--- src/rtl/cordic_sincos_if.sv ---
// Request/result handshake bundle for cordic_sincos: angle request in, sin/cos result out.
// The design drives the slave view and the requester/consumer drives the master view.
interface cordic_sincos_if;
  logic               in_valid;
  logic               in_ready;
  logic signed [31:0] angle;
  logic               out_valid;
  logic               out_ready;
  logic signed [31:0] cos_out;
  logic signed [31:0] sin_out;

  modport master (
    output in_valid, angle, out_ready,
    input  in_ready, out_valid, cos_out, sin_out
  );

  modport slave (
    input  in_valid, angle, out_ready,
    output in_ready, out_valid, cos_out, sin_out
  );
endinterface

--- src/rtl/cordic_sincos.sv ---
// Iterative rotation-mode CORDIC sin/cos in Q16.16, one micro-rotation per clock on a shared datapath.
// Define CORDIC_SINCOS_QUADRANT_FOLD_EN to widen the input range to [-pi,+pi] via a quadrant fold.
module cordic_sincos #(
  parameter int NITER = 16
) (
  input  logic            clk,
  input  logic            rst_n,
  cordic_sincos_if.slave  bus
);

  localparam logic signed [31:0] GAIN_K   = 32'sh0000_9B75;
  localparam logic signed [31:0] HALF_PI  = 32'sh0001_921F;
  localparam logic signed [31:0] NEG_HALF = -32'sh0001_921F;
  localparam logic [4:0]         LAST     = 5'(NITER);

  typedef enum logic [1:0] {IDLE, ITER, DONE} state_t;

  state_t             state;
  logic               in_ready_q;
  logic               out_valid_q;
  logic signed [31:0] cos_q, sin_q;
  logic signed [31:0] x, y, z;
  logic [4:0]         iter;

  logic               dir;
  logic signed [31:0] x_sh, y_sh, atan_i;
  logic signed [31:0] x_nxt, y_nxt, z_nxt;
  logic signed [31:0] z_init, cos_fin, sin_fin;

  // round(atan(2^-i) * 65536)
  function automatic logic signed [31:0] atan_lut(input logic [3:0] i);
    case (i)
      4'd0:    atan_lut = 32'sh0000_C910;
      4'd1:    atan_lut = 32'sh0000_76B2;
      4'd2:    atan_lut = 32'sh0000_3EB7;
      4'd3:    atan_lut = 32'sh0000_1FD6;
      4'd4:    atan_lut = 32'sh0000_0FFB;
      4'd5:    atan_lut = 32'sh0000_07FF;
      4'd6:    atan_lut = 32'sh0000_0400;
      4'd7:    atan_lut = 32'sh0000_0200;
      4'd8:    atan_lut = 32'sh0000_0100;
      4'd9:    atan_lut = 32'sh0000_0080;
      4'd10:   atan_lut = 32'sh0000_0040;
      4'd11:   atan_lut = 32'sh0000_0020;
      4'd12:   atan_lut = 32'sh0000_0010;
      4'd13:   atan_lut = 32'sh0000_0008;
      4'd14:   atan_lut = 32'sh0000_0004;
      default: atan_lut = 32'sh0000_0002;
    endcase
  endfunction

  // NOTE: every always_comb output gets a value on every path, otherwise a latch is inferred.
  always_comb begin
    dir    = ~z[31];
    x_sh   = x >>> iter;
    y_sh   = y >>> iter;
    atan_i = atan_lut(iter[3:0]);
    x_nxt  = dir ? x - y_sh   : x + y_sh;
    y_nxt  = dir ? y + x_sh   : y - x_sh;
    z_nxt  = dir ? z - atan_i : z + atan_i;
  end

`ifdef CORDIC_SINCOS_QUADRANT_FOLD_EN
  localparam logic signed [31:0] PI     = 32'sh0003_243F;
  localparam logic signed [31:0] NEG_PI = -32'sh0003_243F;

  logic               neg_init, neg;
  logic signed [31:0] clamped;

  // Outer quadrants rotate by pi into the CORDIC convergence range; the result is negated back.
  always_comb begin
    if (bus.angle > PI)          clamped = PI;
    else if (bus.angle < NEG_PI) clamped = NEG_PI;
    else                         clamped = bus.angle;
    neg_init = 1'b0;
    z_init   = clamped;
    if (clamped > HALF_PI) begin
      z_init   = clamped - PI;
      neg_init = 1'b1;
    end else if (clamped < NEG_HALF) begin
      z_init   = clamped + PI;
      neg_init = 1'b1;
    end
    cos_fin = neg ? -x : x;
    sin_fin = neg ? -y : y;
  end

  always_ff @(posedge clk or negedge rst_n) begin
    if (!rst_n)                                       neg <= 1'b0;
    else if (state == IDLE && in_ready_q && bus.in_valid) neg <= neg_init;
  end
`else
  always_comb begin
    if (bus.angle > HALF_PI)       z_init = HALF_PI;
    else if (bus.angle < NEG_HALF) z_init = NEG_HALF;
    else                           z_init = bus.angle;
    cos_fin = x;
    sin_fin = y;
  end
`endif

  // The extra ITER pass with iter==NITER registers the finished vector, giving NITER+1 cycles of latency.
  // NOTE: sequential state uses non-blocking assignments so every register samples pre-edge values.
  always_ff @(posedge clk or negedge rst_n) begin
    if (!rst_n) begin
      state       <= IDLE;
      in_ready_q  <= 1'b0;
      out_valid_q <= 1'b0;
      cos_q       <= '0;
      sin_q       <= '0;
      x           <= '0;
      y           <= '0;
      z           <= '0;
      iter        <= '0;
    end else begin
      case (state)
        IDLE: begin
          if (!in_ready_q) begin
            in_ready_q <= 1'b1;
          end else if (bus.in_valid) begin
            in_ready_q <= 1'b0;
            x          <= GAIN_K;
            y          <= '0;
            z          <= z_init;
            iter       <= '0;
            state      <= ITER;
          end
        end
        ITER: begin
          if (iter == LAST) begin
            cos_q       <= cos_fin;
            sin_q       <= sin_fin;
            out_valid_q <= 1'b1;
            state       <= DONE;
          end else begin
            x    <= x_nxt;
            y    <= y_nxt;
            z    <= z_nxt;
            iter <= iter + 5'd1;
          end
        end
        DONE: begin
          if (bus.out_ready) begin
            out_valid_q <= 1'b0;
            in_ready_q  <= 1'b1;
            state       <= IDLE;
          end
        end
        default: state <= IDLE;
      endcase
    end
  end

  assign bus.in_ready  = in_ready_q;
  assign bus.out_valid = out_valid_q;
  assign bus.cos_out   = cos_q;
  assign bus.sin_out   = sin_q;

endmodule

--- src/flat_wrapper.sv ---
// flat-port wrapper written by rule: the top's interface ports become plain ports
module cordic_sincos_flat 
#(
  parameter int NITER = 16
)
  (clk, rst_n, bus_in_valid, bus_angle, bus_out_ready, bus_in_ready, bus_out_valid, bus_cos_out, bus_sin_out);
  cordic_sincos_if bus_i ();
  input  logic clk;
  input  logic rst_n;
  input wire logic [$bits(bus_i.in_valid)-1:0] bus_in_valid;
  input wire logic [$bits(bus_i.angle)-1:0] bus_angle;
  input wire logic [$bits(bus_i.out_ready)-1:0] bus_out_ready;
  output wire logic [$bits(bus_i.in_ready)-1:0] bus_in_ready;
  output wire logic [$bits(bus_i.out_valid)-1:0] bus_out_valid;
  output wire logic [$bits(bus_i.cos_out)-1:0] bus_cos_out;
  output wire logic [$bits(bus_i.sin_out)-1:0] bus_sin_out;
  assign bus_i.in_valid = bus_in_valid;
  assign bus_i.angle = bus_angle;
  assign bus_i.out_ready = bus_out_ready;
  assign bus_in_ready = bus_i.in_ready;
  assign bus_out_valid = bus_i.out_valid;
  assign bus_cos_out = bus_i.cos_out;
  assign bus_sin_out = bus_i.sin_out;
  cordic_sincos #(.NITER(NITER)) u_core (.clk(clk), .rst_n(rst_n), .bus(bus_i));
endmodule
--- config.mk ---
export PLATFORM = sky130hd
export DESIGN_NAME = cordic_sincos_flat
export DESIGN_NICKNAME = d
export VERILOG_FILES = /design/src/rtl/cordic_sincos_if.sv /design/src/rtl/cordic_sincos.sv /design/src/flat_wrapper.sv
export SDC_FILE = /design/constraint.sdc
export NUM_CORES = 1
export LEC_CHECK = 0
export CORE_UTILIZATION = 65
export DETAILED_ROUTE_END_ITERATION = 8
export DONT_BUFFER_PORTS = 1
export PLACE_DENSITY = 0.89
export SETUP_SLACK_MARGIN = 0.3
export SLEW_MARGIN = 15
export SYNTH_ARGS = -nofsm -noshare
export SYNTH_HDL_FRONTEND = slang
export SYNTH_SLANG_ARGS = --single-unit
--- constraint.sdc ---
create_clock -name clk -period 8.3 [get_ports clk]
set_input_delay 2.49 -clock clk [delete_from_list [all_inputs] [get_ports clk]]
set_output_delay 2.49 -clock clk [all_outputs]
set_load 0.02 [all_outputs]
---- After elaboration in Yosys (flattened, before gate mapping) ----
Memory sizes are Yosys's and may differ from the RTL's.
Cells that the tools add are included.
storage, ports and cells
  flip-flop bits (word level) ............. 169
  ROM bits ................................ 256
  output and inout port bits .............. 66
  memories kept ........................... 1
operators by class
  $add $sub $neg .......................... 7
  order comparisons ....................... 2
  equality and inequality tests ........... 8
  shift-type cells ........................ 2
  muxes and demuxes ....................... 33
  reductions and logical operators ........ 9
memory list
  memory           words  bits a word  rd ports  clocked after memory_dff  write ports  RTL line             text
  (no name shown)  16     16           1         0                         0            cordic_sincos.sv:32  case (i)
operator list
  operator                                                      number
  two-way mux 32 bit                                            14
  one-hot mux 32 bit (2 select lines)                           3
  adder 32 bit                                                  3
  subtractor 32 bit                                             3
  >>> shifter 32 x 5 -> 32 bit                                  2
  > comparator 32 x 18 -> 1 bit, second input constant          1
  less-than comparator 32 x 18 -> 1 bit, second input constant  1
  two-way mux 5 bit                                             3
  one-hot mux 5 bit (2 select lines)                            1
  two-way mux 2 bit                                             4
  AND reduction 4 bit                                           2
  inequality test 2 bit, second input constant                  3
  one-hot mux 2 bit (3 select lines)                            1
  nonzero test 2 bit                                            3
  adder 5 x 1 -> 5 bit, second input constant                   1
  equality test 5 bit, second input constant                    1
  two-way mux 1 bit                                             5
  inequality test 2 x 1 -> 1 bit, second input constant         2
  one-hot mux 1 bit (2 select lines)                            2
  AND reduction 2 bit                                           2
  AND reduction 3 bit                                           1
  equality test 2 x 1 -> 1 bit, second input constant           1
  equality test 2 bit, second input constant                    1
  zero test 2 bit                                               1

---- Longest topological paths before layout ----
  depth after elaboration ................. 6
  mapped depth ............................ 29
  gate-level depth less buffers ........... 23

---- Worst setup path after synthesis ----
Ideal clock, no wire load.
  path type ............................... reg-to-reg
  start ................................... reg u_core.iter[1]
  end ..................................... reg u_core.z[30]
  arrival time ............................ 5600 ps
  path slack .............................. 2563 ps
  cell stages (with the launch flop) ...... 28
  buffers on the path ..................... 5
  period minus slack after synthesis ...... 5737 ps
  path through ............................ dfrtp_1 buf_2 clkinv_1 buf_2 buf_2 clkbuf_1 ha_1 a21oi_1 a21boi_0 ha_1 a21boi_0 and3_1 and3_1 clkbuf_1 a21oi_1 xor2_1 ha_1 a21o_1 a21o_1 a21o_1 a21o_1 a21oi_1 o21ai_0 a41oi_1 o32ai_1 o41ai_1 mux2i_1 a21oi_1
between the ends
  cells in the longest elaborated chain, start to end .. 5
  elaborated cells on any way between the ends .. 9
  those cells by class .................... 2 x add/sub; 2 x eq/ne; 3 x mux; 1 x reduce/logical; 1 x memory
RTL lines
  what                                               RTL line              text
  start: declaration                                 cordic_sincos.sv:23   logic [4:0] iter;
  start signal: assignment                           cordic_sincos.sv:139  iter <= iter + 5'd1;
  memory (16 x 16 bit)                               n/a
  subtractor 32 bit or adder 32 bit (tied branches)  cordic_sincos.sv:60   z_nxt = dir ? z - atan_i : z + atan_i;
  two-way mux 32 bit                                 cordic_sincos.sv:60
  two-way mux 32 bit                                 cordic_sincos.sv:130  if (iter == LAST) begin
  one-hot mux 32 bit (2 select lines)                cordic_sincos.sv:116  case (state)
  end signal: assignment                             cordic_sincos.sv:124  z <= z_init;
  end signal: assignment                             cordic_sincos.sv:138  z <= z_nxt;
  end: declaration                                   cordic_sincos.sv:22   logic signed [31:0] x, y, z;
Parallel ways exist; a longest one is shown, timed or not. The select of a mux whose other input is x is not followed.
A chain may end at the register's enable or synchronous reset.

---- Final worst setup path ----
  start ................................... reg u_core.iter[2]
  end ..................................... reg u_core.x[31], in the netlist u_core.cos_fin[31]
between the ends
  cells in the longest elaborated chain, start to end .. 5
  elaborated cells on any way between the ends .. 9
  those cells by class .................... 2 x add/sub; 2 x eq/ne; 1 x shift; 3 x mux; 1 x reduce/logical
RTL lines
  what                                               RTL line              text
  >>> shifter 32 x 5 -> 32 bit                       cordic_sincos.sv:56   y_sh = y >>> iter;
  subtractor 32 bit or adder 32 bit (tied branches)  cordic_sincos.sv:58   x_nxt = dir ? x - y_sh : x + y_sh;
  two-way mux 32 bit                                 cordic_sincos.sv:58
  two-way mux 32 bit                                 cordic_sincos.sv:130
  one-hot mux 32 bit (2 select lines)                cordic_sincos.sv:116
  end signal: assignment                             cordic_sincos.sv:136  x <= x_nxt;
  end: declaration                                   cordic_sincos.sv:22
Parallel ways exist; a longest one is shown, timed or not. The select of a mux whose other input is x is not followed.

==> qor.yml <==
drive_gt1_share_pct: 11.9
grt_max_degree: 170
clk_latency_ns: 0.45
ys.flop_type: "dfrtp_1"
crit_chain: "buf_4, mux4_2, mux2i_1, o22ai_1, a211oi_2, and2_4, and3_2, a31oi_1, xnor2_1, ha_1, a21oi_1, nor2b_1, o21ai_0, a31oi_1, a221oi_1, nor4_1, o41ai_1, o21ai_0, xnor2_1, o21a_1, o21ai_2"
critPathCaptureType: "flip-flop"
syn_nets: 2174
port_buffers: 0
synth-edff-count: 0
synth.avg_cell_area_um2: 8.84
period_share_pct: 83.8
synth_area_leader_cell: "dfrtp_1"
arrival_ns: 7.28
dieArea_mm2: 0.0282
post_cts_buffers: 0
critPathLaunchType: "flip-flop"
synthToLayoutAreaGrowth_pct: 3.18
yosys_warnings: 0
ys_top_cells_by_count: "a21oi_1, nor2_1, dfrtp_1"
syn-cell-area_mm2: 0.0179
die_x_um: 168
hold_violations: 0
synthCells: 2025
wl_per_cell_um: 24.1
worst-r2r-setup-slack_ns: 1.35
synthMuxAreaShare_pct: 18.6
ys_types: 100
detail-route-antenna-nets: 0
worst-slew-pin-transition_ns: 1.06
hpwl_mm: 40.5
ys_ff_latch: 169
cts_root_buffer: "clkbuf_16"
start_util_pct: 66.4
htree_levels: 4
required_ns: 8.62
nets: 2091
clock_path_buffers: 2
critical_path_class: "flip-flop to flip-flop"
slowest_stage: "dfrtp_4"
cts_buffers: 17
cts.repair.resized: 0
grt_pass1_vias: 15684
status: "finished, final reports clean"
rsz0062_at_grt: "no"
cts.sinks: 169
io-pin-count: 102
hold_buffers: 0
antenna_found_initial: 0
cts_tree: "done"
async_reset_ff_share_pct: 100
synth_area_leaders: "dfrtp_1, ha_1, mux4_2, a21oi_1, mux2_2"
coreArea_mm2: 0.0270
hold_path.class: "flip-flop to flip-flop"
drt_iter0_drc: 1833
grt_pass1_wl_mm: 87.1
via_per_inst: 7.16
firstDrtPassIters: 5
die_y_um: 168
clock-skew-final_ns: 0.0213
clkTransAtPathRegs_ns: 0.08
synth_xor_area_share_pct: 7.20
synthAdderAreaFrac_pct: 8.03
relSlewSlack_pct: 29.1
totalWireLength_mm: 55.2
yosys.area_share.simple_pct: 15.1
maxSlewViolCount: 0
vias: 16443
synth_top_area_share_pct: 23.6
finalCriticalPeriod_ns: 6.95
synth_compound_area_share_pct: 22.2
cp_max_fo: 53
drc_errors: 0
synth_top_family_by_area: "compound AO/OA/AOI/OAI gates"
n_antenna_cell: 0
rows: 60
max_freq_ghz: 0.144
slowest_delay_ns: 0.85
grt_overflow: 0
max_cap_violations: 0
setup_viol: 0
grt_use_total_pct: 39.7
yosysSeqAreaShare_pct: 23.6
routabilityCongestion: 1.06
fin_setup_tns_ns: 0
yosysMostFrequentCell: "a21oi_1"
cell type report:
class	instances	area, um2
multi-input combinational	1679	12700
fill	2112	8490
sequential	169	4240
clock buffer	20	467
tap	341	427
timing repair buffer	24	200
inverter	51	191
clock inverter	12	186
metal layers:
| layer | up-vias | global-route usage, % | part of all wire, % |
|---|---|---|---|
| met5 | - | 0 | 0 |
| met4 | 0 | 15.5 | 3.6 |
| met3 | 143 | 6.86 | 9.9 |
| met2 | 907 | 64.1 | 46 |
| met1 | 7993 | 53.1 | 40 |
| li1 | 7400 | - | - |
per-stage QoR:
step	util (%)	setup WS [ns]	area (um2)	instances	hold WS, ns
after global placement	66.0	1.70	17800	2263	0.457
after CTS	68.4	1.50	18400	2295	0.489
after global routing	68.5	0.995	18500	2296	0.516
after floorplan	-	2.56	17900	2025	0.445
final	68.5	1.35	18500	2296	0.491
after detailed placement	66.0	1.51	17800	2263	0.472
layout by cell type (no fill, tap or decap), drive strengths merged, types with 63 or more instances in the layout:
| master | n |
|---|---|
| nor2 | 172 |
| mux2 | 78 |
| mux4 | 77 |
| xnor2 | 84 |
| dfrtp | 169 |
| o21ai | 163 |
| nand3 | 73 |
| a21oi | 180 |
| nand2 | 158 |
| ha | 110 |
| xor2 | 63 |
worst paths after layout:
check / cells past startpoint / from / end
max in group asynchronous: 0 / rst_n / u_core.iter[0]$_DFFE_PN0P_
worst max register to register: 21 / u_core.iter[2]$_DFFE_PN0P_ / u_core.cos_fin[31]$_DFFE_PN0P_
min in group asynchronous: 0 / rst_n / u_core.z[8]$_DFFE_PN0P_
worst max-delay path: 21 / u_core.iter[2]$_DFFE_PN0P_ / u_core.cos_fin[31]$_DFFE_PN0P_
worst min register to register: 2 / u_core.z[9]$_DFFE_PN0P_ / u_core.z[9]$_DFFE_PN0P_
worst min-delay path: 2 / u_core.z[9]$_DFFE_PN0P_ / u_core.z[9]$_DFFE_PN0P_
state kept, by name (all words and copies together), names as in the netlist:
signal	count
u_core.bus.cos_out	32
u_core.z	32
u_core.cos_fin	32
u_core.sin_fin	32
u_core.state	2
u_core.iter	5
u_core.bus.out_valid	1
u_core.bus.sin_out	32
u_core.bus.in_ready	1
critical path: cells and delay by family, from the launching register on:
kind,cells,cell delay [ns]
mux,2,1.00
buf+inv,1,0.63
xor+xnor,2,0.45
flops,1,0.85
compound gates,11,2.91
fa+ha+maj,1,0.31
simple gates,4,0.63
kinds of logic after synthesis:
kind of cell               count (synthesis)
DFF                                      169
and+or+nand+nor                          571
muxes                                    216
buffers and inverters                    177
adders and majority gates                113
xor gates and xnor gates                 147
AOI/OAI and AO/OA                        632
Power is not shown: default switching activity piles up to over one toggle a cycle in this logic, so the estimate is an artifact.
